## src/rtl/dmem_arbiter_if.sv

```systemverilog
// Request/grant bundle for the two data-memory requesters (A = MEM stage, B = loader/debug)
// together with the datamemory control lines driven by the arbiter.
interface dmem_arbiter_if #(
   parameter int DM_ADDRESS = 9,
   parameter int DATA_W     = 32
);
   logic                  a_req,    b_req;
   logic                  a_we,     b_we;
   logic [DM_ADDRESS-1:0] a_addr,   b_addr;
   logic [DATA_W-1:0]     a_wd,     b_wd;
   logic [2:0]            a_funct3, b_funct3;
   logic                  a_gnt,    b_gnt;
   logic                  a_rvalid, b_rvalid;
   logic [DATA_W-1:0]     a_rdata,  b_rdata;
   logic                  MemRead,  MemWrite;
   logic [DM_ADDRESS-1:0] a;
   logic [DATA_W-1:0]     wd;
   logic [2:0]            Funct3;
   logic [DATA_W-1:0]     rd;
   logic                  busy;

   // Arbiter side
   modport slave (
      input  a_req, b_req, a_we, b_we, a_addr, b_addr, a_wd, b_wd, a_funct3, b_funct3, rd,
      output a_gnt, b_gnt, a_rvalid, b_rvalid, a_rdata, b_rdata,
             MemRead, MemWrite, a, wd, Funct3, busy
   );

   // Requesters plus datamemory side
   modport master (
      output a_req, b_req, a_we, b_we, a_addr, b_addr, a_wd, b_wd, a_funct3, b_funct3, rd,
      input  a_gnt, b_gnt, a_rvalid, b_rvalid, a_rdata, b_rdata,
             MemRead, MemWrite, a, wd, Funct3, busy
   );
endinterface

```

## src/rtl/dmem_arbiter.sv

```systemverilog
// Two-port round-robin arbiter/sequencer for the shared data memory: one access cycle per grant,
// loads return registered data to the winning port one cycle later.
module dmem_arbiter #(
   parameter int DM_ADDRESS = 9,
   parameter int DATA_W     = 32
) (
   input  logic          clk,
   input  logic          reset,
   dmem_arbiter_if.slave bus
);
   typedef enum logic [1:0] {IDLE, ACC, RESP} state_t;

   state_t                state_q;
   logic                  last_b_q;
   logic                  win_b_q;
   logic                  we_q;
   logic                  a_gnt_q, b_gnt_q;
   logic                  a_rvalid_q, b_rvalid_q;
   logic                  mem_read_q, mem_write_q;
   logic                  busy_q;
   logic [DM_ADDRESS-1:0] addr_q;
   logic [DATA_W-1:0]     wd_q;
   logic [2:0]            funct3_q;
   logic [DATA_W-1:0]     a_rdata_q, b_rdata_q;

   logic                  win_b_d;
   logic                  we_d;
   logic [DM_ADDRESS-1:0] addr_d;
   logic [DATA_W-1:0]     wd_d;
   logic [2:0]            funct3_d;

   // B wins when it is the only requester, or on a tie when A had the previous grant
   assign win_b_d  = bus.b_req & (~bus.a_req | ~last_b_q);
   assign we_d     = win_b_d ? bus.b_we     : bus.a_we;
   assign addr_d   = win_b_d ? bus.b_addr   : bus.a_addr;
   assign wd_d     = win_b_d ? bus.b_wd     : bus.a_wd;
   assign funct3_d = win_b_d ? bus.b_funct3 : bus.a_funct3;

   always_ff @(posedge clk or posedge reset) begin
      if (reset) begin
         state_q     <= IDLE;
         last_b_q    <= 1'b1;
         win_b_q     <= 1'b0;
         we_q        <= 1'b0;
         a_gnt_q     <= 1'b0;
         b_gnt_q     <= 1'b0;
         a_rvalid_q  <= 1'b0;
         b_rvalid_q  <= 1'b0;
         mem_read_q  <= 1'b0;
         mem_write_q <= 1'b0;
         busy_q      <= 1'b0;
         addr_q      <= '0;
         wd_q        <= '0;
         funct3_q    <= '0;
         a_rdata_q   <= '0;
         b_rdata_q   <= '0;
      end else begin
         case (state_q)
            IDLE: begin
               if (bus.a_req || bus.b_req) begin
                  win_b_q     <= win_b_d;
                  last_b_q    <= win_b_d;
                  we_q        <= we_d;
                  addr_q      <= addr_d;
                  wd_q        <= wd_d;
                  funct3_q    <= funct3_d;
                  mem_read_q  <= ~we_d;
                  mem_write_q <= we_d;
                  a_gnt_q     <= ~win_b_d;
                  b_gnt_q     <= win_b_d;
                  busy_q      <= 1'b1;
                  state_q     <= ACC;
               end
            end
            ACC: begin
               // The payload registers double as the memory bus, so clear them on the way out
               a_gnt_q     <= 1'b0;
               b_gnt_q     <= 1'b0;
               mem_read_q  <= 1'b0;
               mem_write_q <= 1'b0;
               addr_q      <= '0;
               wd_q        <= '0;
               funct3_q    <= '0;
               if (!we_q) begin
                  if (win_b_q) begin
                     b_rdata_q  <= bus.rd;
                     b_rvalid_q <= 1'b1;
                  end else begin
                     a_rdata_q  <= bus.rd;
                     a_rvalid_q <= 1'b1;
                  end
                  state_q <= RESP;
               end else begin
                  busy_q  <= 1'b0;
                  state_q <= IDLE;
               end
            end
            RESP: begin
               a_rvalid_q <= 1'b0;
               b_rvalid_q <= 1'b0;
               busy_q     <= 1'b0;
               state_q    <= IDLE;
            end
            default: begin
               busy_q  <= 1'b0;
               state_q <= IDLE;
            end
         endcase
      end
   end

   assign bus.a_gnt    = a_gnt_q;
   assign bus.b_gnt    = b_gnt_q;
   assign bus.a_rvalid = a_rvalid_q;
   assign bus.b_rvalid = b_rvalid_q;
   assign bus.a_rdata  = a_rdata_q;
   assign bus.b_rdata  = b_rdata_q;
   assign bus.MemRead  = mem_read_q;
   assign bus.MemWrite = mem_write_q;
   assign bus.a        = addr_q;
   assign bus.wd       = wd_q;
   assign bus.Funct3   = funct3_q;
   assign bus.busy     = busy_q;
endmodule

```

## src/flat_wrapper.sv

```systemverilog
// flat-port wrapper written by rule: the top's interface ports become plain ports
module dmem_arbiter_flat 
#(
   parameter int DM_ADDRESS = 9,
   parameter int DATA_W     = 32
)
  (clk, reset, bus_a_req, bus_b_req, bus_a_we, bus_b_we, bus_a_addr, bus_b_addr, bus_a_wd, bus_b_wd, bus_a_funct3, bus_b_funct3, bus_rd, bus_a_gnt, bus_b_gnt, bus_a_rvalid, bus_b_rvalid, bus_a_rdata, bus_b_rdata, bus_MemRead, bus_MemWrite, bus_a, bus_wd, bus_Funct3, bus_busy);
  dmem_arbiter_if #(.DM_ADDRESS(DM_ADDRESS), .DATA_W(DATA_W)) bus_i ();
  input  logic clk;
  input  logic reset;
  input wire logic [$bits(bus_i.a_req)-1:0] bus_a_req;
  input wire logic [$bits(bus_i.b_req)-1:0] bus_b_req;
  input wire logic [$bits(bus_i.a_we)-1:0] bus_a_we;
  input wire logic [$bits(bus_i.b_we)-1:0] bus_b_we;
  input wire logic [$bits(bus_i.a_addr)-1:0] bus_a_addr;
  input wire logic [$bits(bus_i.b_addr)-1:0] bus_b_addr;
  input wire logic [$bits(bus_i.a_wd)-1:0] bus_a_wd;
  input wire logic [$bits(bus_i.b_wd)-1:0] bus_b_wd;
  input wire logic [$bits(bus_i.a_funct3)-1:0] bus_a_funct3;
  input wire logic [$bits(bus_i.b_funct3)-1:0] bus_b_funct3;
  input wire logic [$bits(bus_i.rd)-1:0] bus_rd;
  output wire logic [$bits(bus_i.a_gnt)-1:0] bus_a_gnt;
  output wire logic [$bits(bus_i.b_gnt)-1:0] bus_b_gnt;
  output wire logic [$bits(bus_i.a_rvalid)-1:0] bus_a_rvalid;
  output wire logic [$bits(bus_i.b_rvalid)-1:0] bus_b_rvalid;
  output wire logic [$bits(bus_i.a_rdata)-1:0] bus_a_rdata;
  output wire logic [$bits(bus_i.b_rdata)-1:0] bus_b_rdata;
  output wire logic [$bits(bus_i.MemRead)-1:0] bus_MemRead;
  output wire logic [$bits(bus_i.MemWrite)-1:0] bus_MemWrite;
  output wire logic [$bits(bus_i.a)-1:0] bus_a;
  output wire logic [$bits(bus_i.wd)-1:0] bus_wd;
  output wire logic [$bits(bus_i.Funct3)-1:0] bus_Funct3;
  output wire logic [$bits(bus_i.busy)-1:0] bus_busy;
  assign bus_i.a_req = bus_a_req;
  assign bus_i.b_req = bus_b_req;
  assign bus_i.a_we = bus_a_we;
  assign bus_i.b_we = bus_b_we;
  assign bus_i.a_addr = bus_a_addr;
  assign bus_i.b_addr = bus_b_addr;
  assign bus_i.a_wd = bus_a_wd;
  assign bus_i.b_wd = bus_b_wd;
  assign bus_i.a_funct3 = bus_a_funct3;
  assign bus_i.b_funct3 = bus_b_funct3;
  assign bus_i.rd = bus_rd;
  assign bus_a_gnt = bus_i.a_gnt;
  assign bus_b_gnt = bus_i.b_gnt;
  assign bus_a_rvalid = bus_i.a_rvalid;
  assign bus_b_rvalid = bus_i.b_rvalid;
  assign bus_a_rdata = bus_i.a_rdata;
  assign bus_b_rdata = bus_i.b_rdata;
  assign bus_MemRead = bus_i.MemRead;
  assign bus_MemWrite = bus_i.MemWrite;
  assign bus_a = bus_i.a;
  assign bus_wd = bus_i.wd;
  assign bus_Funct3 = bus_i.Funct3;
  assign bus_busy = bus_i.busy;
  dmem_arbiter #(.DM_ADDRESS(DM_ADDRESS), .DATA_W(DATA_W)) u_core (.clk(clk), .reset(reset), .bus(bus_i));
endmodule
```

## config.mk

```make
export PLATFORM = sky130hd
export DESIGN_NAME = dmem_arbiter_flat
export DESIGN_NICKNAME = d
export VERILOG_FILES = /design/src/rtl/dmem_arbiter_if.sv /design/src/rtl/dmem_arbiter.sv /design/src/flat_wrapper.sv
export SDC_FILE = /design/constraint.sdc
export NUM_CORES = 1
export LEC_CHECK = 0
export CELL_PAD_IN_SITES_DETAIL_PLACEMENT = 0
export CELL_PAD_IN_SITES_GLOBAL_PLACEMENT = 1
export CORE_MARGIN = 10
export CORE_UTILIZATION = 29
export DETAILED_ROUTE_END_ITERATION = 6
export PLACE_DENSITY = 0.79
export REMOVE_ABC_BUFFERS = 1
export SLEW_MARGIN = 20
export SYNTH_ARGS = -nofsm -noshare
export SYNTH_HDL_FRONTEND = slang
export SYNTH_SLANG_ARGS = --single-unit
```

## constraint.sdc

```tcl
create_clock -name clk -period 4 [get_ports clk]
set_input_delay 0.8 -clock clk [delete_from_list [all_inputs] [get_ports clk]]
set_output_delay 0.8 -clock clk [all_outputs]
set_load 0.005 [all_outputs]
```

# == Yosys cells after proc, flatten, opt, wreduce, memory -nomap -nowiden ==
# Cells that the tools add are included.
# totals
register_bits,120
elab_cells,72
# op_classes
eq_ne,7
muxes,30
bitwise_logic,8
n_reduce_logical,11
# ops
operator,n
32-bit 2-to-1 mux,2
32-bit case mux with 2 select lines,1
9-bit 2-to-1 mux,2
9-bit case mux with 2 select lines,1
1-bit case mux with 2 select lines,7
3-bit AND reduction,4
1-bit 2-to-1 mux,11
3-bit 2-to-1 mux,2
2-bit by 1-bit inequality test with 1-bit output (second input constant),3
1-bit NOT,6
3-bit case mux with 2 select lines,1
2-bit AND reduction,3
2-bit 2-to-1 mux,2
2-bit inequality test (second input constant),2
2-bit case mux with 2 select lines,1
2-bit nonzero test,2
2-bit by 1-bit == test with 1-bit output (second input constant),1
2-bit == test (second input constant),1
2-bit zero test,1
1-bit AND,1
1-bit logical OR,1
1-bit OR,1

# == Logic depth before layout (Yosys ltp) ==
# logic_depth
ltp_word,7
mapped_depth,8
ltp_nobuf,5

# == Worst setup path after synthesis ==
# Ideal clock, no wire load.
# synth_path
path_kind,input to register
start,input bus_a_req
end,"register u_core.mem_write_q, in the netlist u_core.bus.MemWrite"
arrival_ps,1673
required_time_ps,3926
slack_ps,2253
path_stages,5
path_buffers,2
path_cell_list,or3b_4 > buf_6 > buf_6 > a21bo_1 > o21ai_2
# synth_via
elab_chain_len,6
word_cells_on_any_way,9
classes_between,eq/ne (1); mux (3); bitwise (3); reduce/logical (2)
# synth_rtl
element,line_no,source
from (decl),flat_wrapper.sv:11,input wire logic [$bits(bus_i.a_req)-1:0] bus_a_req;
1-bit NOT,dmem_arbiter.sv:33,assign win_b_d = bus.b_req & (~bus.a_req | ~last_b_q);
1-bit OR,dmem_arbiter.sv:33,
1-bit AND,dmem_arbiter.sv:33,
1-bit 2-to-1 mux,dmem_arbiter.sv:34,assign we_d = win_b_d ? bus.b_we : bus.a_we;
1-bit 2-to-1 mux,dmem_arbiter.sv:60,if (bus.a_req || bus.b_req) begin
1-bit case mux with 2 select lines,dmem_arbiter.sv:58,case (state_q)
to (signal assigned),dmem_arbiter.sv:68,mem_write_q <= we_d;
to (decl),dmem_arbiter.sv:19,"logic mem_read_q, mem_write_q;"
# Parallel ways exist; a longest one is shown, timed or not. The select of a mux whose other input is x is not followed.
# A chain may end at the register's enable or synchronous reset.

# == Worst setup path in the final report ==
# layout_path
start,register u_core.state_q[1]
end,"register u_core.a_rdata_q[30], in the netlist u_core.bus.a_rdata[30]"
# layout_via
elab_chain_len,2
# layout_rtl
element,line_no,source
from (decl),dmem_arbiter.sv:13,state_t state_q;
from (signal assigned),dmem_arbiter.sv:41,state_q <= IDLE;
from (signal assigned),dmem_arbiter.sv:72,state_q <= ACC;
from (signal assigned),dmem_arbiter.sv:92,state_q <= RESP;
2-bit by 1-bit == test with 1-bit output,dmem_arbiter.sv:58,
3-bit AND reduction (no line),-,
to (signal assigned),dmem_arbiter.sv:89,a_rdata_q <= bus.rd;
to (decl),dmem_arbiter.sv:24,"logic [DATA_W-1:0] a_rdata_q, b_rdata_q;"
# Every way passes these cells.

==> metrics.cfg <==
[status]
status=finished, final reports clean

[finish]
finalNetCount=714
multi_input_area_sq_mm=0.00197
nFillCells=1551
fin_cells=826
drive_gt1_share_pct=20.1
seqCellArea_sq_mm=0.00300
syn_to_final_growth_pct=59.4
diodes=0

[floorplan]
coreArea_sq_mm=0.0178
die_x_um=154
io_pins=241
start_util_pct=29.3
dieHeight_um=154
dieArea_sq_mm=0.0238
num_rows=49

[yosys]
synth_top_area_share_pct=57.0
synth_top_flop_cell=dfrtp_1
synth-edff-count=0
synth-xor-area-share_pct=0
synth-seq-cells=120
avgSynthCellArea_sq_um=15.1
synth_top_family_by_area=compound AO/OA/AOI/OAI gates
synth_area_sq_mm=0.00522
async_reset_ff_share_pct=100
synth_adder_area_share_pct=0.719
ys_warn_count=0
synth_top_area_cell=dfrtp_1
synth_top_cells_by_count=119 x dfrtp_1, 39 x a221o_1, 31 x mux2_2, 30 x mux2_4, 29 x a21boi_0
syn_inst=347
synth_compound_area_share_pct=18.0
yosys.area_share.simple_pct=2.64
synth_seq_area_share_pct=57.5
synth_area_leaders=dfrtp_1 57%, mux2_4 8.6%, a221o_1 7.5%
synth_cell_type_count=37
yosysMostFrequentCell=dfrtp_1
synthMuxAreaShare_pct=16.3

[global_routing]
grt_pass1_vias=4580
antenna_found_initial=0
grt_pass1_wl_um=27400
track_usage_pct=14.7
grt_start_max_net_pins=62
overflow=0

[timing]
fin_crit_sh_pct=59.4
report.final.slew_viol_count=0
setup_viol=0
min_period_ns=2.38
tns_ns=0
skew_ns=0.0115
slew_headroom_pct=41.6
rsz0062_at_grt=no
tightest_slew_ns=0.872
hold_viol=0
fmax_ghz=0.421

[cts]
clk-insertion-delay-late_ns=0.41
cts_resized=0
cts-root-buf=clkbuf_16
cts-hold-fix-buffers=0
postCtsSetupBuffers=0
cts_buffers=17
cts.sinks=120
clk_pin_slew_worst_paths_ns=0.06
cts_tree=built
cts_max_level=4
clk_path_buf_depth=2

[critical_path]
cp-end-kind=flip-flop
r2r-start=u_core.state_q[1]
crit_required_ns=4.30
critPathArrivalTime_ns=2.68
start_kind=flip-flop
crit_fanout=32
critPathKind=reg -> reg
startpoint=u_core.state_q[1]

[detailed_routing]
routed-wl-met3_um=1020
route.detailed.drc=0
wl_met2_um=9530
wirelength_um=17600
drt-initial-drc-count=172
num_vias=3976
postRouteAntennaNets=0
drt_first_pass_iters=5
wl_per_cell_um=21.3
drt-met1-wl_um=6540
via_per_inst=4.81
top_layer=met4

[job]
cap_violations=0

[power]
ir_drop_v=0.000435
leakagePower_nw=3.46
power.density_mw_per_mm2=766

[worst_hold_path]
hp-start=u_core.bus.b_gnt
holdCritPathClass=reg -> reg

[placement]
numPortBuffers=240
gp_congestion=0.768
dp_hpwl_um=12700
placed_cells=795

[cell type report]
type,count,area share (%)
multi-input cells,196,23.7
flip-flops and latches,120,36.1
well taps,229,3.44
inverters,4,0.210
clock buffers,18,5.28
repair buffers,246,29.6
clock inverters,13,1.74
[power by group]
group,internal [mW],switching (mW)
registers,1.76,0.305
clock network,0.937,0.591
logic,1.73,1.06
total,4.42,1.95
[logic make-up (layout without fill, tap and decap cells)]
group | after synthesis | count (layout)
flops | 120 | 120
compound gates | 107 | 107
mux | 66 | 66
buf+inv | 31 | 281
simple gates | 20 | 20
fa+ha+maj | 3 | 3
[routing by layer]
layer | GRT usage [%] | vias to the layer above
li1 | - | 1788
met1 | 15.9 | 2029
met2 | 25.8 | 133
met3 | 4.91 | 26
met4 | 5.71 | 0
met5 | 0 | -
[worst max-delay path, cell delays in order (launching register included)]
cell	delay, ns
dfrtp_1	0.38
inv_1	0.10
ha_1	0.40
nor2b_4	0.29
nor2b_4	0.16
buf_4	0.52
mux2_2	0.41
[state kept, by name (all words and copies together) (netlist names)]
name,count
u_core.bus.a_rdata,32
u_core.bus.b_rdata,32
u_core.bus.wd,32
u_core.bus.a,9
u_core.bus.Funct3,3
u_core.state_q,2
u_core.bus.MemRead,1
u_core.bus.MemWrite,1
u_core.bus.a_gnt,1
u_core.bus.a_rvalid,1
u_core.bus.b_gnt,1
u_core.bus.b_rvalid,1
u_core.bus.busy,1
u_core.last_b_q,1
u_core.we_q,1
u_core.win_b_q,1
[metrics by stage]
stage | instance area [sq um] | hold WS, ns | setup slack (ns) | power (mW) | util, %
2_1_floorplan | 4990 | 0.474 | 0.0158 | 3.30 | -
3_3_place_gp | 7740 | 0.465 | 1.42 | 4.80 | 43.4
3_5_place_dp | 7740 | 0.472 | 1.33 | 4.89 | 43.4
4_1_cts | 8320 | 0.490 | 1.61 | 6.47 | 46.7
5_1_grt | 8320 | 0.513 | 1.51 | 6.75 | 46.7
6_report | 8320 | 0.487 | 1.62 | 6.37 | 46.7
[worst paths after layout]
path	end	slack (ns)	depth (start not counted)
setup / recovery	u_core.bus.a_rdata[30]	1.62	6
hold / removal	u_core.bus.b_gnt	0.49	1
setup reg to reg	u_core.bus.a_rdata[30]	1.62	6
hold reg to reg	u_core.bus.b_gnt	0.49	1
max in group asynchronous	u_core.bus.b_rdata[10]	2.47	3
min in group asynchronous	u_core.bus.wd[21]	0.72	2
[cell usage in the layout, fill, tap and decap left out, types with 3 or more instances in the layout]
cell,instances
clkinvlp_4,3
mux2_2,31
nor2_1,4
buf_4,5
mux2_1,3
a21boi_0,29
clkdlybuf4s50_1,240
a21boi_2,6
mux2_4,30
ha_1,3
dfrtp_1,119
nand2_1,5
o21ai_0,3
inv_6,4
a21o_1,3
a21boi_1,13
a221o_2,5
a221o_1,39
inv_1,3
clkbuf_16,17
a21oi_1,3
Note: power is estimated with default switching activity, not from simulation.
